==> src/rtl/mem_wb_multi_lane_pipe.sv <==
// mem_wb_multi_lane_pipe: NUM_LANES-wide MEM/WB pipeline register with stall, flush,
// x0 write suppression, same-bundle WAW resolution and a saturating retire counter.
//   clk, reset (async active-low)   clock and reset
//   stall / flush / cnt_clear       hold, bubble, retire counter clear
//   *_mem                           per-lane MEM-side valid, write enable, dest, data
//   *_wb                            registered WB-side lane state
//   retire_count                    saturating count of retired lanes
module mem_wb_multi_lane_pipe #(
    parameter int NUM_LANES         = 2,
    parameter int DATA_W            = 32,
    parameter int REG_ADDR_W        = 5,
    parameter int CNT_W             = 16,
    parameter bit ZERO_REG_SUPPRESS = 1
) (
    input  logic                             clk,
    input  logic                             reset,
    input  logic                             stall,
    input  logic                             flush,
    input  logic                             cnt_clear,
    input  logic [NUM_LANES-1:0]             valid_mem,
    input  logic [NUM_LANES-1:0]             reg_write_en_mem,
    input  logic [NUM_LANES*REG_ADDR_W-1:0]  dest_reg_mem,
    input  logic [NUM_LANES*DATA_W-1:0]      write_data_mem,
    output logic [NUM_LANES-1:0]             valid_wb,
    output logic [NUM_LANES-1:0]             reg_write_en_wb,
    output logic [NUM_LANES*REG_ADDR_W-1:0]  dest_reg_wb,
    output logic [NUM_LANES*DATA_W-1:0]      write_data_wb,
    output logic [CNT_W-1:0]                 retire_count
);
    logic [NUM_LANES-1:0] we_q;
    logic [NUM_LANES-1:0] we_m;
    // three guard bits so up to four lanes added to a full counter cannot wrap
    logic [CNT_W+2:0]     cnt_sum;
    always_comb begin
        we_q = reg_write_en_mem & valid_mem;
        for (int k = 0; k < NUM_LANES; k++)
            if (ZERO_REG_SUPPRESS && dest_reg_mem[k*REG_ADDR_W +: REG_ADDR_W] == '0) we_q[k] = 1'b0;
        // an older lane loses its enable when a younger lane writes the same register
        we_m = we_q;
        for (int k = 0; k < NUM_LANES; k++)
            for (int j = k + 1; j < NUM_LANES; j++)
                if (we_q[j] && dest_reg_mem[j*REG_ADDR_W +: REG_ADDR_W] == dest_reg_mem[k*REG_ADDR_W +: REG_ADDR_W])
                    we_m[k] = 1'b0;
        cnt_sum = {3'b000, retire_count};
        for (int k = 0; k < NUM_LANES; k++)
            cnt_sum = cnt_sum + (CNT_W+3)'(valid_mem[k]);
    end
    always_ff @(posedge clk or negedge reset) begin
        if (!reset) begin
            valid_wb        <= '0;
            reg_write_en_wb <= '0;
            dest_reg_wb     <= '0;
            write_data_wb   <= '0;
            retire_count    <= '0;
        end else begin
            if (flush) begin
                valid_wb        <= '0;
                reg_write_en_wb <= '0;
                dest_reg_wb     <= '0;
                write_data_wb   <= '0;
            end else if (!stall) begin
                valid_wb        <= valid_mem;
                reg_write_en_wb <= we_m;
                dest_reg_wb     <= dest_reg_mem;
                write_data_wb   <= write_data_mem;
            end
            if (cnt_clear)
                retire_count <= '0;
            else if (!flush && !stall)
                retire_count <= (|cnt_sum[CNT_W+2:CNT_W]) ? '1 : cnt_sum[CNT_W-1:0];
        end
    end
endmodule

==> config.mk <==
export PLATFORM = sky130hd
export DESIGN_NAME = mem_wb_multi_lane_pipe
export DESIGN_NICKNAME = d
export VERILOG_FILES = /design/src/rtl/mem_wb_multi_lane_pipe.sv
export SDC_FILE = /design/constraint.sdc
export NUM_CORES = 1
export LEC_CHECK = 0
export ABC_AREA = 0
export CAP_MARGIN = 20
export CORE_UTILIZATION = 46
export CTS_CLUSTER_DIAMETER = 200
export DETAILED_ROUTE_END_ITERATION = 10
export PLACE_DENSITY = 0.86
export SKIP_LAST_GASP = 1
export SYNTH_ARGS = -nofsm -noshare
export SYNTH_HDL_FRONTEND = slang
export SYNTH_SLANG_ARGS = --single-unit
==> constraint.sdc <==
create_clock -name clk -period 4.3 [get_ports clk]
set_input_delay 0.86 -clock clk [delete_from_list [all_inputs] [get_ports clk]]
set_output_delay 0.86 -clock clk [all_outputs]
set_load 0.02 [all_outputs]
# Word level (Yosys, flattened, before mapping)
# Cells that the tools add are included.
[word_totals]
register_bits = 94
in_bits = 83
out_inout_bits = 94
word_cells = 32
[classes]
add_sub_neg = 2
eq_ne = 2
mux = 14
bitwise_logic = 1
reduce_logical = 8
[op_table]
columns = ["op", "n"]
rows = [
  ["64-bit two-way mux", 2],
  ["16-bit two-way mux", 3],
  ["10-bit two-way mux", 2],
  ["17-bit by 1-bit adder with 18-bit output", 1],
  ["16-bit by 1-bit adder with 17-bit output", 1],
  ["5-bit logical NOT", 2],
  ["2-bit two-way mux", 4],
  ["5-bit equality test", 1],
  ["1-bit two-way mux", 3],
  ["3-bit OR reduction", 1],
  ["2-bit AND", 1],
  ["1-bit logical AND", 2],
  ["1-bit logical NOT", 2],
  ["2-bit by 1-bit inequality test with 1-bit output (second input constant)", 1],
  ["2-bit nonzero test", 1],
]

# Logic depth before layout (Yosys ltp)
# Gate-level depths: netlist of the first run.
[logic_depth]
ltp_word = 6
depth_mapped = 8

# Least setup slack after synthesis of the first run
# OpenSTA, ideal clock, no wires.
[synth_timing]
kind = "input-to-reg"
from = "input valid_mem[0]"
to = "register retire_count[8]"
setup_ps = 87
arrival_time_ps = 2569
path_slack_ps = 1644
path_stages = 8
path_buffers = 0
path_cell_list = "inv_1 > fa_1 > inv_1 > ha_1 > nand4_1 > nor4_4 > and4b_1 > a211oi_2"
[synth_via]
elab_chain_cells = 6
[synth_lines]
columns = ["item", "line_no", "text"]
rows = [
  ["start, declared", "20", "input logic [NUM_LANES-1:0] valid_mem,"],
  ["16-bit by 1-bit adder with 17-bit output *", "46", "cnt_sum = cnt_sum + (CNT_W+3)'(valid_mem[k]);"],
  ["17-bit by 1-bit adder with 18-bit output *", "46", ""],
  ["3-bit OR reduction", "70", "retire_count <= (|cnt_sum[CNT_W+2:CNT_W]) ? '1 : cnt_sum[CNT_W-1:0];"],
  ["16-bit two-way mux *", "70", ""],
  ["16-bit two-way mux *", "69", "else if (!flush && !stall)"],
  ["16-bit two-way mux *", "67", "if (cnt_clear)"],
  ["end signal, assigned", "70", ""],
  ["end, declared", "28", "output logic [CNT_W-1:0] retire_count"],
]
# Mark *: on every way between the ends. The rest lies on a longest branch, timed or not. The select of a mux whose other input is x is not followed.
# A chain may end at the register's enable or synchronous reset.

# Worst setup path after layout of the first run
# Ends and elaborated chain as after synthesis.

==> impl_metrics.py, run 1 <==
metrics = {
    "floorplanning": {
        "die_h_um": 97.34,
        "die_w_um": 97.34,
        "rows": 34,
        "core_um2": 8763,
        "start_util_pct": 47.72,
        "die_area_um2": 9475,
        "pin_count": 177,
    },
    "finish": {
        "utilization_pct": 70.95,
        "num_antenna_cells": 0,
        "syn_to_final_growth_pct": 48.68,
        "drive_above_1_share_pct": 5.893,
        "stdcell_area_um2": 6217,
        "final_common_cell": "clkdlybuf4s50_1",
        "layout_common_cells": "clkdlybuf4s50_1 (173), dfrtp_1 (94), nor2_1 (91)",
        "final_nets": 623,
    },
    "placed_design": {
        "gp_congestion": 0.8408,
        "placed_cell_area_um2": 6000,
        "place_ws_ns": 0.8728,
        "dp_hpwl_mm": 7.633,
        "io_buffers": 176,
    },
    "yosys": {
        "synth_fa_ha_area_share_pct": 0.7780,
        "syn_area_um2": 4182,
        "synth_compound_area_share_pct": 5.087,
        "synth_top_family_by_area": "multiplexers",
        "synth_cells": 369,
        "seq_area_frac_synth_pct": 56.25,
        "ys_seq_elements": 94,
        "synth_warnings": 0,
        "syn-num-nets": 454,
        "synth-simple-area-share_pct": 14.84,
        "synth_xor_area_share_pct": 1.047,
        "syn_area_per_cell_um2": 11.33,
        "synthMuxAreaShare_pct": 18.91,
        "synth.distinct_cells": 43,
    },
    "routing": {
        "drtAntennaViolNets": 0,
        "drt-vias-per-instance": 5.355,
        "dr_wl_met3_um": 737,
        "initialDrtViolationCount": 122,
        "drc_errors": 0,
        "first_pass_iters": 4,
        "routed_wl_mm": 10.87,
        "wl_per_cell_um": 16.69,
        "wl_met1_mm": 4.360,
        "via_count": 3486,
        "wl_met2_mm": 5.538,
        "top_layer_used": "met4",
    },
    "critical_path": {
        "path_buf_inv": 3,
        "critPathMaxFanout": 8,
        "cp.required_ns": 4.57,
        "path_cells": "clkdlybuf4s50_1, inv_1, fa_1, inv_1, ha_1, nand4_1, nor4_4, and4b_1, a211oi_2",
        "critical_path.slowest_cell": "clkdlybuf4s50_1",
        "end_kind": "flip-flop",
        "crit_type": "in2reg",
        "regToRegStartpoint": "retire_count[0]",
        "ff2ff_path_depth": 8,
        "slowest_delay_ns": 0.51,
        "r2r_slack_ns": 1.91,
        "critPathTopFamily": "simple AND/OR/NAND/NOR gates",
        "cp-endpoint": "retire_count[8]",
        "cp-start-kind": "primary input",
        "cp-startpoint": "valid_mem[0]",
        "arrival_ns": 3.37,
        "crit_cells": 9,
        "r2r-end": "retire_count[8]",
        "path_common_cell": "inv_1",
    },
    "grt": {
        "grt_max_degree": 81,
        "grt_overflow": 0,
        "grt_pass1_wl_mm": 17.83,
        "antenna_found_initial": 0,
        "track_usage_pct": 23.53,
        "grt_pass1_vias": 3613,
    },
    "timing": {
        "hold_viol_final": 0,
        "rsz0062_at_grt": "no",
        "finClkSkew_ns": 0.007008,
        "layout_min_cycle_time_ns": 3.094,
        "setup_slack_ns": 1.206,
        "relSlewSlack_pct": 50.74,
        "whs_ns": 0.3890,
        "setup_viol": 0,
        "slew_viol_final": 0,
        "worst-slew-pin-transition_ns": 0.7389,
        "tns_ns": 0,
        "max_freq_ghz": 0.3232,
        "post-route-period-util_pct": 71.96,
    },
    "power_and_ir_drop": {
        "power_density_nw_per_um2": 304.0,
        "p_leak_nw": 2.870,
        "ir_worst_vdd_uv": 175.0,
    },
    "clock_tree": {
        "clk_pin_slew_ns": 0.09,
        "worstSkewPairLatency_ns": 0.36,
        "cts_hold_buf": 0,
        "cts_tree": "built",
        "htree_num_levels": 3,
        "cts_buffer_depth": 2,
        "cts_setup_buffers": 0,
        "cts.repair.resized": 0,
        "cts_inserted_buffers": 9,
        "numClockSinks": 94,
        "root_buffer": "clkbuf_8",
    },
    "flow_run": {
        "drv_cap": 0,
    },
    "status": {
        "status": "finished, final reports clean",
    },
    "hold_path": {
        "hp-class": "in2async",
    },
}
final cells by class:
class,instances,area [um2]
clock inverter,6,62.56
sequential,94,2352
multi-input combinational,244,1700
fill,633,2546
clock buffer,10,127.6
inverter,8,30.03
tap,108,135.1
timing repair buffer,181,1809
worst min-delay path by stage:
| stage | to | cells past startpoint |
|---|---|---|
| floorplan | dest_reg_wb[0] | 0 |
| finish | dest_reg_wb[6] | 1 |
| global placement | write_data_wb[3] | 2 |
| detailed placement | write_data_wb[47] | 2 |
| CTS | write_data_wb[13] | 2 |
| global route | write_data_wb[5] | 1 |
where the power goes:
part           switching [mW]  internal [mW]  total [mW]
Combinational           0.175          0.190       0.365
Clock                   0.308          0.267       0.575
Sequential             0.0243          0.925       0.950
layer usage:
metal	up-vias	track usage, %
met5	-	0
met4	0	8.371
met3	22	6.259
met2	133	39.82
met1	1715	29.11
li1	1616	-
synthesized netlist by cell type (all sizes together):
master	number	area, um2
xnor2	1	8.760
a311o	1	10.01
a31oi	5	31.28
nor3b	1	7.510
and4	1	10.01
or4	1	7.510
a311oi	2	17.52
a41o	1	10.01
or2	1	6.260
a221oi	1	8.760
nand2b	1	6.260
or3	1	6.260
clkbuf	11	41.29
a21oi	6	30.03
and4b	4	41.29
and3	5	31.28
a32oi	1	8.760
nand4	4	31.28
xor2	4	35.03
inv	8	30.03
nor4	5	61.31
dfrtp	94	2352
or3b	1	8.760
o21bai	1	7.510
mux2i	79	790.8
nand2	4	15.01
nor2	91	341.6
o21ai	1	5.000
ha	1	12.51
a31o	1	8.760
o211ai	1	7.510
fa	1	20.02
nor2b	1	6.260
buf	12	57.56
o311a	1	10.01
nand3	3	15.01
a211oi	7	57.55
nor3	5	25.02
state kept, by name, indices dropped and copies added (netlist names):
signal,cells
retire_count,16
dest_reg_wb,10
valid_wb,2
write_data_wb,64
reg_write_en_wb,2
cell families after synthesis:
| group | count (synthesis) |
|---|---|
| adders and majority gates | 2 |
| DFF | 94 |
| buffers and inverters | 31 |
| and+or+nand+nor | 129 |
| muxes | 79 |
| xor gates and xnor gates | 5 |
| AOI/OAI and AO/OA | 29 |
metrics by stage:
| stage | instances | total power [mW] |
|---|---|---|
| 2_1_floorplan | 369 | 1.124 |
| 3_3_place_gp | 634 | 1.321 |
| 3_5_place_dp | 634 | 1.331 |
| 4_1_cts | 650 | 1.904 |
| 5_1_grt | 651 | 1.968 |
| 6_report | 651 | 1.890 |
worst reg2reg max path, cell delays in order, from the launching register on:
cell and delay [ns]:
dfrtp_1 0.38, inv_1 0.06, fa_1 0.38, inv_1 0.11, ha_1 0.22, nand4_1 0.18, nor4_4 0.50, and4b_1 0.26
a211oi_2 0.20
Note: power is estimated with default switching activity, not from simulation.
==> run 2, diff against run 1 <==
Settings changed: CORE_UTILIZATION 46 to 43, PLACE_DENSITY 0.86 to 0.81.
Clock period 4.3 ns to 3.2 ns, I/O delays scaled along.
==> run 2 against run 1 <==
  * Sequential share of layout area decreased by 0.20 points
  * Cell count increased by 3.5%
  * Worst setup slack got worse by 0.83 ns
  * Wire length increased by 0.32%
==> impl_metrics.py, run 2 (same netlist as run 1, synthesis figures left out) <==
metrics = {
    "finish": {
        "drive_above_1_share_pct": 6.239,
        "final_common_cell": "clkdlybuf4s50_1",
        "syn_to_final_growth_pct": 49.46,
        "nFillCells": 747,
        "regMostFlops": "write_data_wb",
        "stdcell_area_um2": 6250,
        "num_antenna_cells": 0,
        "reg_top3": "write_data_wb x64, retire_count x16, dest_reg_wb x10",
        "largest_reg_flops": 64,
        "final_nets": 625,
        "layout_common_cells": "clkdlybuf4s50_1 (173), dfrtp_1 (94), nor2_1 (91)",
    },
    "floorplanning": {
        "start_util_pct": 44.83,
        "rows": 35,
        "die_h_um": 100.6,
        "pin_count": 177,
        "die_w_um": 100.6,
        "core_um2": 9328,
        "die_area_um2": 10120,
    },
    "critical_path": {
        "critPathMaxFanout": 6,
        "critPathTopFamily": "simple AND/OR/NAND/NOR gates",
        "slowest_delay_ns": 0.50,
        "critical_path.slowest_cell": "clkdlybuf4s50_1",
        "path_common_cell": "inv_1",
        "arrival_ns": 3.06,
        "crit_type": "in2reg",
        "cp-start-kind": "primary input",
        "cp.required_ns": 3.44,
        "path_cells": "clkdlybuf4s50_1, inv_1, fa_1, inv_1, ha_1, nand4_1, nor4_4, buf_4, nor3_1, nor4_1",
        "end_kind": "flip-flop",
        "path_buf_inv": 4,
    },
    "grt": {
        "grt_pass1_wl_mm": 17.57,
        "antenna_found_initial": 0,
        "track_usage_pct": 22.54,
        "grt_pass1_vias": 3604,
        "grt_max_degree": 53,
        "grt_overflow": 0,
    },
    "routing": {
        "routed_wl_mm": 10.90,
        "initialDrtViolationCount": 96,
        "drc_errors": 0,
        "first_pass_iters": 4,
        "via_count": 3457,
        "drtAntennaViolNets": 0,
        "wl_per_cell_um": 16.17,
        "drt-vias-per-instance": 5.129,
    },
    "clock_tree": {
        "cts_buffer_depth": 2,
        "cts_inserted_buffers": 9,
        "cts_tree": "built",
        "cts_setup_buffers": 0,
        "cts.repair.resized": 0,
        "htree_num_levels": 3,
        "numClockSinks": 94,
        "cts_hold_buf": 0,
        "root_buffer": "clkbuf_8",
        "worstSkewPairLatency_ns": 0.35,
        "clk_pin_slew_ns": 0.09,
    },
    "timing": {
        "finClkSkew_ns": 0.004483,
        "setup_slack_ns": 0.3731,
        "setup_viol": 0,
        "relSlewSlack_pct": 53.28,
        "worst-slew-pin-transition_ns": 0.7008,
        "layout_min_cycle_time_ns": 2.827,
        "slew_viol_final": 0,
        "tns_ns": 0,
        "hold_viol_final": 0,
        "post-route-period-util_pct": 88.34,
        "max_freq_ghz": 0.3537,
        "rsz0062_at_grt": "no",
        "whs_ns": 0.3214,
    },
    "power_and_ir_drop": {
        "ir_worst_vdd_uv": 285.5,
        "power_density_nw_per_um2": 404.7,
        "p_leak_nw": 2.886,
    },
    "placed_design": {
        "io_buffers": 176,
        "place_ws_ns": 0.007140,
        "gp_congestion": 0.8190,
        "placed_cell_area_um2": 6061,
        "dp_hpwl_mm": 8.018,
    },
    "flow_run": {
        "drv_cap": 0,
    },
    "status": {
        "status": "finished, final reports clean",
    },
    "hold_path": {
        "hp-class": "in2async",
    },
}
## run 2: cell type report
| class | count | area [um2] | share of cell area (%) |
|---|---|---|---|
| Clock inverter | 6 | 61.31 | 0.9810 |
| Inverter | 8 | 30.03 | 0.4805 |
| Sequential cell | 94 | 2352 | 37.64 |
| Tap cell | 129 | 161.4 | 2.583 |
| Multi-Input combinational cell | 244 | 1700 | 27.21 |
| Clock buffer | 10 | 127.6 | 2.042 |
| Timing Repair Buffer | 183 | 1817 | 29.07 |
## run 2: metrics by stage
stage	total power, mW	instances	util, %
3_5_place_dp	1.796	658	64.98
5_1_grt	2.646	674	67.00
6_report	2.529	674	67.00
2_1_floorplan	1.511	369	-
4_1_cts	2.568	674	67.00
3_3_place_gp	1.784	658	64.98
## run 2: worst paths after layout
check,startpoint,end,slack [ns],cells after the start
max,valid_mem[0],retire_count[5],0.37,10
min,reset,write_data_wb[2],0.32,1
max reg2reg,retire_count[0],retire_count[5],0.85,9
min reg2reg,write_data_wb[57],write_data_wb[57],0.53,2
max in group asynchronous,reset,write_data_wb[30],2.22,2
min in group clk,write_data_wb[57],write_data_wb[57],0.53,2
## run 2: layer usage
metal / vias up / track usage, % / share of wire, %
met4: 0 / 9.365 / 1.9
met5: - / 0 / 0
met3: 18 / 7.836 / 8.8
met2: 136 / 38.30 / 49
li1: 1613 / - / -
met1: 1690 / 25.96 / 40
## run 2: where the power goes
part	leakage [nW]	internal (mW)	switching (mW)	total (mW)
combinational	1.53	0.254	0.236	0.490
clock	0.0964	0.360	0.401	0.762
sequential	1.26	1.24	0.0339	1.28
## run 2: worst register-to-register path, delay by kind of cell, from the launching register on
kind	cells	cell delay [ns]
fa+ha+maj	2	0.57
buf+inv	3	0.35
flops	1	0.39
simple gates	4	0.94
